## config.mk

```make
export PLATFORM = sky130hd
export DESIGN_NAME = cc_snoop_bus
export DESIGN_NICKNAME = d
export VERILOG_FILES = /design/src/rtl/cc_pkg.sv /design/src/rtl/cc_rr_arbiter.sv /design/src/rtl/cc_snoop_bus.sv
export SDC_FILE = /design/constraint.sdc
export NUM_CORES = 1
export LEC_CHECK = 0
export CAP_MARGIN = 20
export CORE_AREA = 10 10 173 175
export DETAILED_ROUTE_END_ITERATION = 8
export DIE_AREA = 0 0 183 185
export MAX_ROUTING_LAYER = met4
export PLACE_DENSITY = 0.87
export SLEW_MARGIN = 15
export SYNTH_ARGS = -nofsm -noshare
export SYNTH_HDL_FRONTEND = slang
export SYNTH_SLANG_ARGS = --single-unit
```

## constraint.sdc

```tcl
create_clock -name CLK -period 3.5 [get_ports CLK]
set_input_delay 1.05 -clock CLK [delete_from_list [all_inputs] [get_ports CLK]]
set_output_delay 1.05 -clock CLK [all_outputs]
set_load 0.005 [all_outputs]
```

## src/rtl/cc_pkg.sv

```systemverilog
// Shared types for the snooping MESI bus controller: end states, bus FSM
// encoding and the requester end-state rule.
package cc_pkg;

  localparam int BLOCK_SIZE = 2;

  typedef logic [31:0] word_t;

  typedef enum logic [1:0] {
    MODIFIED  = 2'd0,
    EXCLUSIVE = 2'd1,
    SHARED    = 2'd2,
    INVALID   = 2'd3
  } cc_end_state;

  typedef enum logic [2:0] {
    BUS_IDLE,
    BUS_SNOOP,
    BUS_WB,
    BUS_MEM_RD,
    BUS_RESP
  } cc_bus_state_t;

  // A write always ends owned; a read is shared only if someone else holds the line.
  function automatic cc_end_state requester_state(input logic is_write, input logic any_hit);
    if (is_write) return MODIFIED;
    return any_hit ? SHARED : EXCLUSIVE;
  endfunction

endpackage

```

## src/rtl/cc_rr_arbiter.sv

```systemverilog
// N-way round-robin arbiter; the pointer moves past the last served cache
// when the bus controller finishes a transaction.
module cc_rr_arbiter #(
  parameter int N  = 2,
  parameter int IW = $clog2(N)
) (
  input  logic          CLK,
  input  logic          RST,
  input  logic [N-1:0]  req,
  input  logic          advance,
  input  logic [IW-1:0] last_idx,
  output logic          gnt_valid,
  output logic [IW-1:0] gnt_idx
);

  logic [IW-1:0] ptr_reg;

  always_ff @(posedge CLK) begin
    if (RST) begin
      ptr_reg <= '0;
    end else if (advance) begin
      ptr_reg <= (int'(last_idx) == N - 1) ? '0 : last_idx + 1'b1;
    end
  end

  // Scan from the furthest offset back to the pointer so the nearest requester wins.
  always_comb begin
    gnt_valid = |req;
    gnt_idx   = '0;
    for (int k = N - 1; k >= 0; k--) begin
      if (req[(int'(ptr_reg) + k) % N]) gnt_idx = IW'((int'(ptr_reg) + k) % N);
    end
  end

endmodule

```

## src/rtl/cc_snoop_bus.sv

```systemverilog
// Snooping MESI bus controller: arbitrates L1 misses, snoops the other caches,
// sources the block cache-to-cache or from memory, writing back dirty hits first.
module cc_snoop_bus #(
  parameter int N_CACHES   = 2,
  parameter int BLOCK_SIZE = cc_pkg::BLOCK_SIZE
) (
  input  logic                         CLK,
  input  logic                         RST,
  input  logic [N_CACHES-1:0]          req_valid,
  input  logic [N_CACHES-1:0]          req_write,
  input  logic [N_CACHES*32-1:0]       req_addr,
  output logic [N_CACHES-1:0]          resp_valid,
  output logic [32*BLOCK_SIZE-1:0]     resp_data,
  output logic [1:0]                   resp_state,
  output logic [N_CACHES-1:0]          snoop_req,
  output logic [31:0]                  snoop_addr,
  output logic [1:0]                   snoop_state,
  input  logic [N_CACHES-1:0]          snoop_busy,
  input  logic [N_CACHES-1:0]          snoop_hit,
  input  logic [N_CACHES-1:0]          snoop_dirty,
  input  logic [N_CACHES*32*BLOCK_SIZE-1:0] snoop_data,
  output logic                         mem_ren,
  output logic                         mem_wen,
  output logic [31:0]                  mem_addr,
  output logic [32*BLOCK_SIZE-1:0]     mem_wdata,
  input  logic [32*BLOCK_SIZE-1:0]     mem_rdata,
  input  logic                         mem_ready
);
  import cc_pkg::*;

  localparam int BW = 32 * BLOCK_SIZE;
  localparam int IW = $clog2(N_CACHES);
  localparam logic [N_CACHES-1:0] ONE = N_CACHES'(1);

  cc_bus_state_t         state_reg;
  logic [IW-1:0]         g_reg;
  word_t                 addr_reg;
  logic                  write_reg;
  logic                  hit_reg;
  logic [N_CACHES-1:0]   resp_valid_reg;
  logic [BW-1:0]         resp_data_reg;
  cc_end_state           resp_state_reg;
  logic [N_CACHES-1:0]   snoop_req_reg;
  word_t                 snoop_addr_reg;
  cc_end_state           snoop_state_reg;
  logic                  mem_ren_reg;
  logic                  mem_wen_reg;
  word_t                 mem_addr_reg;
  logic [BW-1:0]         mem_wdata_reg;

  logic                  gnt_valid;
  logic [IW-1:0]         gnt_idx;
  word_t                 gnt_addr;
  logic [BW-1:0]         snoop_blk [N_CACHES];
  logic [N_CACHES-1:0]   others;
  logic [N_CACHES-1:0]   hit_m;
  logic [N_CACHES-1:0]   dirty_m;
  logic [IW-1:0]         hit_idx;
  logic [IW-1:0]         dirty_idx;
  logic                  snoop_free;

  cc_rr_arbiter #(.N(N_CACHES), .IW(IW)) u_arb (
    .CLK      (CLK),
    .RST      (RST),
    .req      (req_valid),
    .advance  (state_reg == BUS_RESP),
    .last_idx (g_reg),
    .gnt_valid(gnt_valid),
    .gnt_idx  (gnt_idx)
  );

  for (genvar gi = 0; gi < N_CACHES; gi++) begin : g_unpack
    assign snoop_blk[gi] = snoop_data[gi*BW +: BW];
  end

  assign gnt_addr   = req_addr[gnt_idx*32 +: 32];
  assign others     = ~(ONE << g_reg);
  assign hit_m      = snoop_hit & others;
  assign dirty_m    = hit_m & snoop_dirty;
  // The requester's own busy bit never delays the snoop.
  assign snoop_free = ~|(snoop_busy & others);

  always_comb begin
    hit_idx   = '0;
    dirty_idx = '0;
    for (int i = N_CACHES - 1; i >= 0; i--) begin
      if (hit_m[i])   hit_idx   = IW'(i);
      if (dirty_m[i]) dirty_idx = IW'(i);
    end
  end

  always_ff @(posedge CLK) begin
    if (RST) begin
      state_reg       <= BUS_IDLE;
      g_reg           <= '0;
      addr_reg        <= '0;
      write_reg       <= 1'b0;
      hit_reg         <= 1'b0;
      resp_valid_reg  <= '0;
      resp_data_reg   <= '0;
      resp_state_reg  <= MODIFIED;
      snoop_req_reg   <= '0;
      snoop_addr_reg  <= '0;
      snoop_state_reg <= MODIFIED;
      mem_ren_reg     <= 1'b0;
      mem_wen_reg     <= 1'b0;
      mem_addr_reg    <= '0;
      mem_wdata_reg   <= '0;
    end else begin
      case (state_reg)
        BUS_IDLE: begin
          if (gnt_valid) begin
            g_reg           <= gnt_idx;
            addr_reg        <= gnt_addr;
            write_reg       <= req_write[gnt_idx];
            snoop_req_reg   <= ~(ONE << gnt_idx);
            snoop_addr_reg  <= gnt_addr;
            snoop_state_reg <= req_write[gnt_idx] ? INVALID : SHARED;
            state_reg       <= BUS_SNOOP;
          end
        end
        BUS_SNOOP: begin
          if (snoop_free) begin
            snoop_req_reg <= '0;
            hit_reg       <= |hit_m;
            if (|dirty_m) begin
              // The written-back block doubles as the forwarded block.
              mem_wen_reg   <= 1'b1;
              mem_addr_reg  <= addr_reg;
              mem_wdata_reg <= snoop_blk[dirty_idx];
              state_reg     <= BUS_WB;
            end else if (|hit_m) begin
              resp_valid_reg <= ONE << g_reg;
              resp_data_reg  <= snoop_blk[hit_idx];
              resp_state_reg <= requester_state(write_reg, 1'b1);
              state_reg      <= BUS_RESP;
            end else begin
              mem_ren_reg  <= 1'b1;
              mem_addr_reg <= addr_reg;
              state_reg    <= BUS_MEM_RD;
            end
          end
        end
        BUS_WB: begin
          if (mem_ready) begin
            mem_wen_reg    <= 1'b0;
            resp_valid_reg <= ONE << g_reg;
            resp_data_reg  <= mem_wdata_reg;
            resp_state_reg <= requester_state(write_reg, hit_reg);
            state_reg      <= BUS_RESP;
          end
        end
        BUS_MEM_RD: begin
          if (mem_ready) begin
            mem_ren_reg    <= 1'b0;
            resp_valid_reg <= ONE << g_reg;
            resp_data_reg  <= mem_rdata;
            resp_state_reg <= requester_state(write_reg, 1'b0);
            state_reg      <= BUS_RESP;
          end
        end
        BUS_RESP: begin
          resp_valid_reg <= '0;
          state_reg      <= BUS_IDLE;
        end
        default: state_reg <= BUS_IDLE;
      endcase
    end
  end

  assign resp_valid  = resp_valid_reg;
  assign resp_data   = resp_data_reg;
  assign resp_state  = resp_state_reg;
  assign snoop_req   = snoop_req_reg;
  assign snoop_addr  = snoop_addr_reg;
  assign snoop_state = snoop_state_reg;
  assign mem_ren     = mem_ren_reg;
  assign mem_wen     = mem_wen_reg;
  assign mem_addr    = mem_addr_reg;
  assign mem_wdata   = mem_wdata_reg;

endmodule

```

==> results.toml <==
[synth]
synth_edf_count = 0
ys_ff_latch = 208
yosys.cell_types.count = 38
postSynthAreaPerCell_sq_um = 9.421
synth-seq-area-share = 0.3912
syn_inst = 1130
netlist_area_sq_um = 10650
synth_warnings = 0
async_flop_share = 0
synth_fp_nets = 1399
ys.flop_type = "dfxtp_1"

[layout]
layout_commonest_cell = "clkdlybuf4s50_1"
finalNetCount = 1805
fill_cells = 2128
fin_area_sq_um = 16380
final_cell_mix = "clkdlybuf4s50_1, dfxtp_1, mux2i_1"
multiInputGateArea_sq_um = 5972
drive_above_1_share = 0.1120
syn_to_final_growth_pct = 53.86
finish.utilization = 0.6163
regArea_sq_um = 4168

[power]
p_per_area_nw_per_um2 = 423.6
p_leak_nw = 6.352
p_total_w = 0.006938
peakVddDrop_uv = 437.0

[die]
die_h_um = 185
fp.coreArea_sq_um = 26580
rows = 60
die-width_um = 183
start_util = 0.4006
io_pins = 471
dieArea_sq_um = 33860

[placed_design]
dp_hpwl_um = 31400
io_buffers = 470
place_congestion = 0.9023
dpl_cell_area_sq_um = 15570

[setup_path]
critPathLaunchType = "primary input"
worstSetupEndpointType = "flop"
crit_arrival_ns = 3.17
path_max_fanout = 31
path_class = "primary input to flop"
required_ns = 3.95

[clocking]
clock_latency_ns = 0.53
cts.repair.resized = 0
cts_tree = "yes"
h-tree-depth = 1
cts_setup_buffers = 0
clockBufferDepth = 3
ctsHoldBuffers = 0
root_buffer = "clkbuf_16"
cts.clk_slew.worst_paths_ns = 0.06
cts_buffers = 24
cts.sinks = 208

[timing]
worst_slew_pin_slew_ns = 1.121
tns_ns = 0
min_period_over_period = 0.7777
max_freq_mhz = 367.4
rsz0062_at_grt = "false"
max_slew_margin = 0.2529
layout_min_cycle_time_ns = 2.722
hold_viol = 0
drv_slew = 0
finalSetupViolCount = 0
hold_slack_ns = 0.4506
skew_ns = 0.01784

[detailed_routing]
route.vias.total = 10580
wl_um = 42490
vias_per_cell = 5.570
ant_nets = 0
wl_per_cell_um = 22.37
drtIter0Drc = 789
firstDrtPassIters = 5
drcViolationCount = 0

[grt]
grt.total_usage = 0.2422
grt_pass1_wl_um = 63650
grt_overflow = 0
grt_pass1_vias = 10710
antenna_found_initial = 4
grt_max_degree = 132

[min_path]
hold_path.class = "flop to flop"

[status]
status = "completed"

[run]
maxCapViolations = 0
## cell usage after synthesis (4+ instances only)
cell type  instances  area share
a211oi_1          31       0.022
nand2b_1          67       0.039
buf_6              7      0.0074
mux2_2            65       0.069
clkbuf_1          63       0.022
a211oi_2          39       0.046
a21oi_1           99       0.047
o21ai_0           96       0.045
buf_4              6      0.0042
dfxtp_1          208        0.39
buf_2             23       0.011
nand2_1            8      0.0028
inv_1              5      0.0018
buf_1             15      0.0053
nor2_1           108       0.038
nor3_1             4      0.0019
a222oi_1          33       0.031
mux2i_1          195        0.18
nand3_1           34       0.016
## critical path, stage by stage
cell             delay (ns)
clkdlybuf4s50_1        0.55
nand2_1                0.11
a31oi_1                0.28
o31a_2                 0.57
buf_12                 0.32
mux2i_1                0.24
## cell families after synthesis
| group | after synthesis | share of synthesized area |
|---|---|---|
| buf+inv | 119 | 0.05172 |
| mux | 261 | 0.2532 |
| flops | 208 | 0.3912 |
| simple gates | 231 | 0.1045 |
| compound gates | 311 | 0.1995 |
## area by class of cell
type / instances / area share
Clock inverter: 9 / 0.005806
Inverter: 5 / 0.001146
Timing Repair Buffer: 494 / 0.3050
Multi-Input combinational cell: 803 / 0.3646
Sequential cell: 208 / 0.2545
Antenna cell: 4 / 0.0006112
Tap cell: 341 / 0.02605
Clock buffer: 35 / 0.04225
## layer usage
metal | global-route usage | part of all wire | up-vias
li1 | - | - | 4968
met5 | - | 0 | -
met3 | 0.07955 | 0.10 | 89
met2 | 0.4029 | 0.48 | 521
met4 | 0.08328 | 0.033 | 0
met1 | 0.2684 | 0.38 | 5000
## final timing paths
path	endpoint	start	cells past startpoint	slack [ns]
worst max register to register	mem_wdata[55]$_SDFFE_PP0P_	state_reg[0]$_SDFFE_PP0P_	5	1.08
worst min register to register	snoop_state[1]$_SDFFE_PP0P_	snoop_state[1]$_SDFFE_PP0P_	2	0.45
worst min-delay path	snoop_state[1]$_SDFFE_PP0P_	snoop_state[1]$_SDFFE_PP0P_	2	0.45
worst max-delay path	resp_data[27]$_SDFFE_PP0P_	snoop_dirty[0]	6	0.78
## per-stage QoR
stage | setup slack [ns] | std cells
after floorplan | 1.136 | 1130
after global placement | 0.3962 | 1850
after global routing | 0.6764 | 1899
after detailed placement | 0.3138 | 1850
after CTS | 0.7277 | 1894
final | 0.7780 | 1899
## where the power goes
part           total [W]  switching (W)  internal, W  leakage (nW)
combinational    0.00178       0.000804     0.000978          4.28
clock            0.00248        0.00103      0.00145         0.384
sequential       0.00267       0.000141      0.00253          1.69
total            0.00694        0.00197      0.00496          6.35
Note: power is estimated with default switching activity, not from simulation.
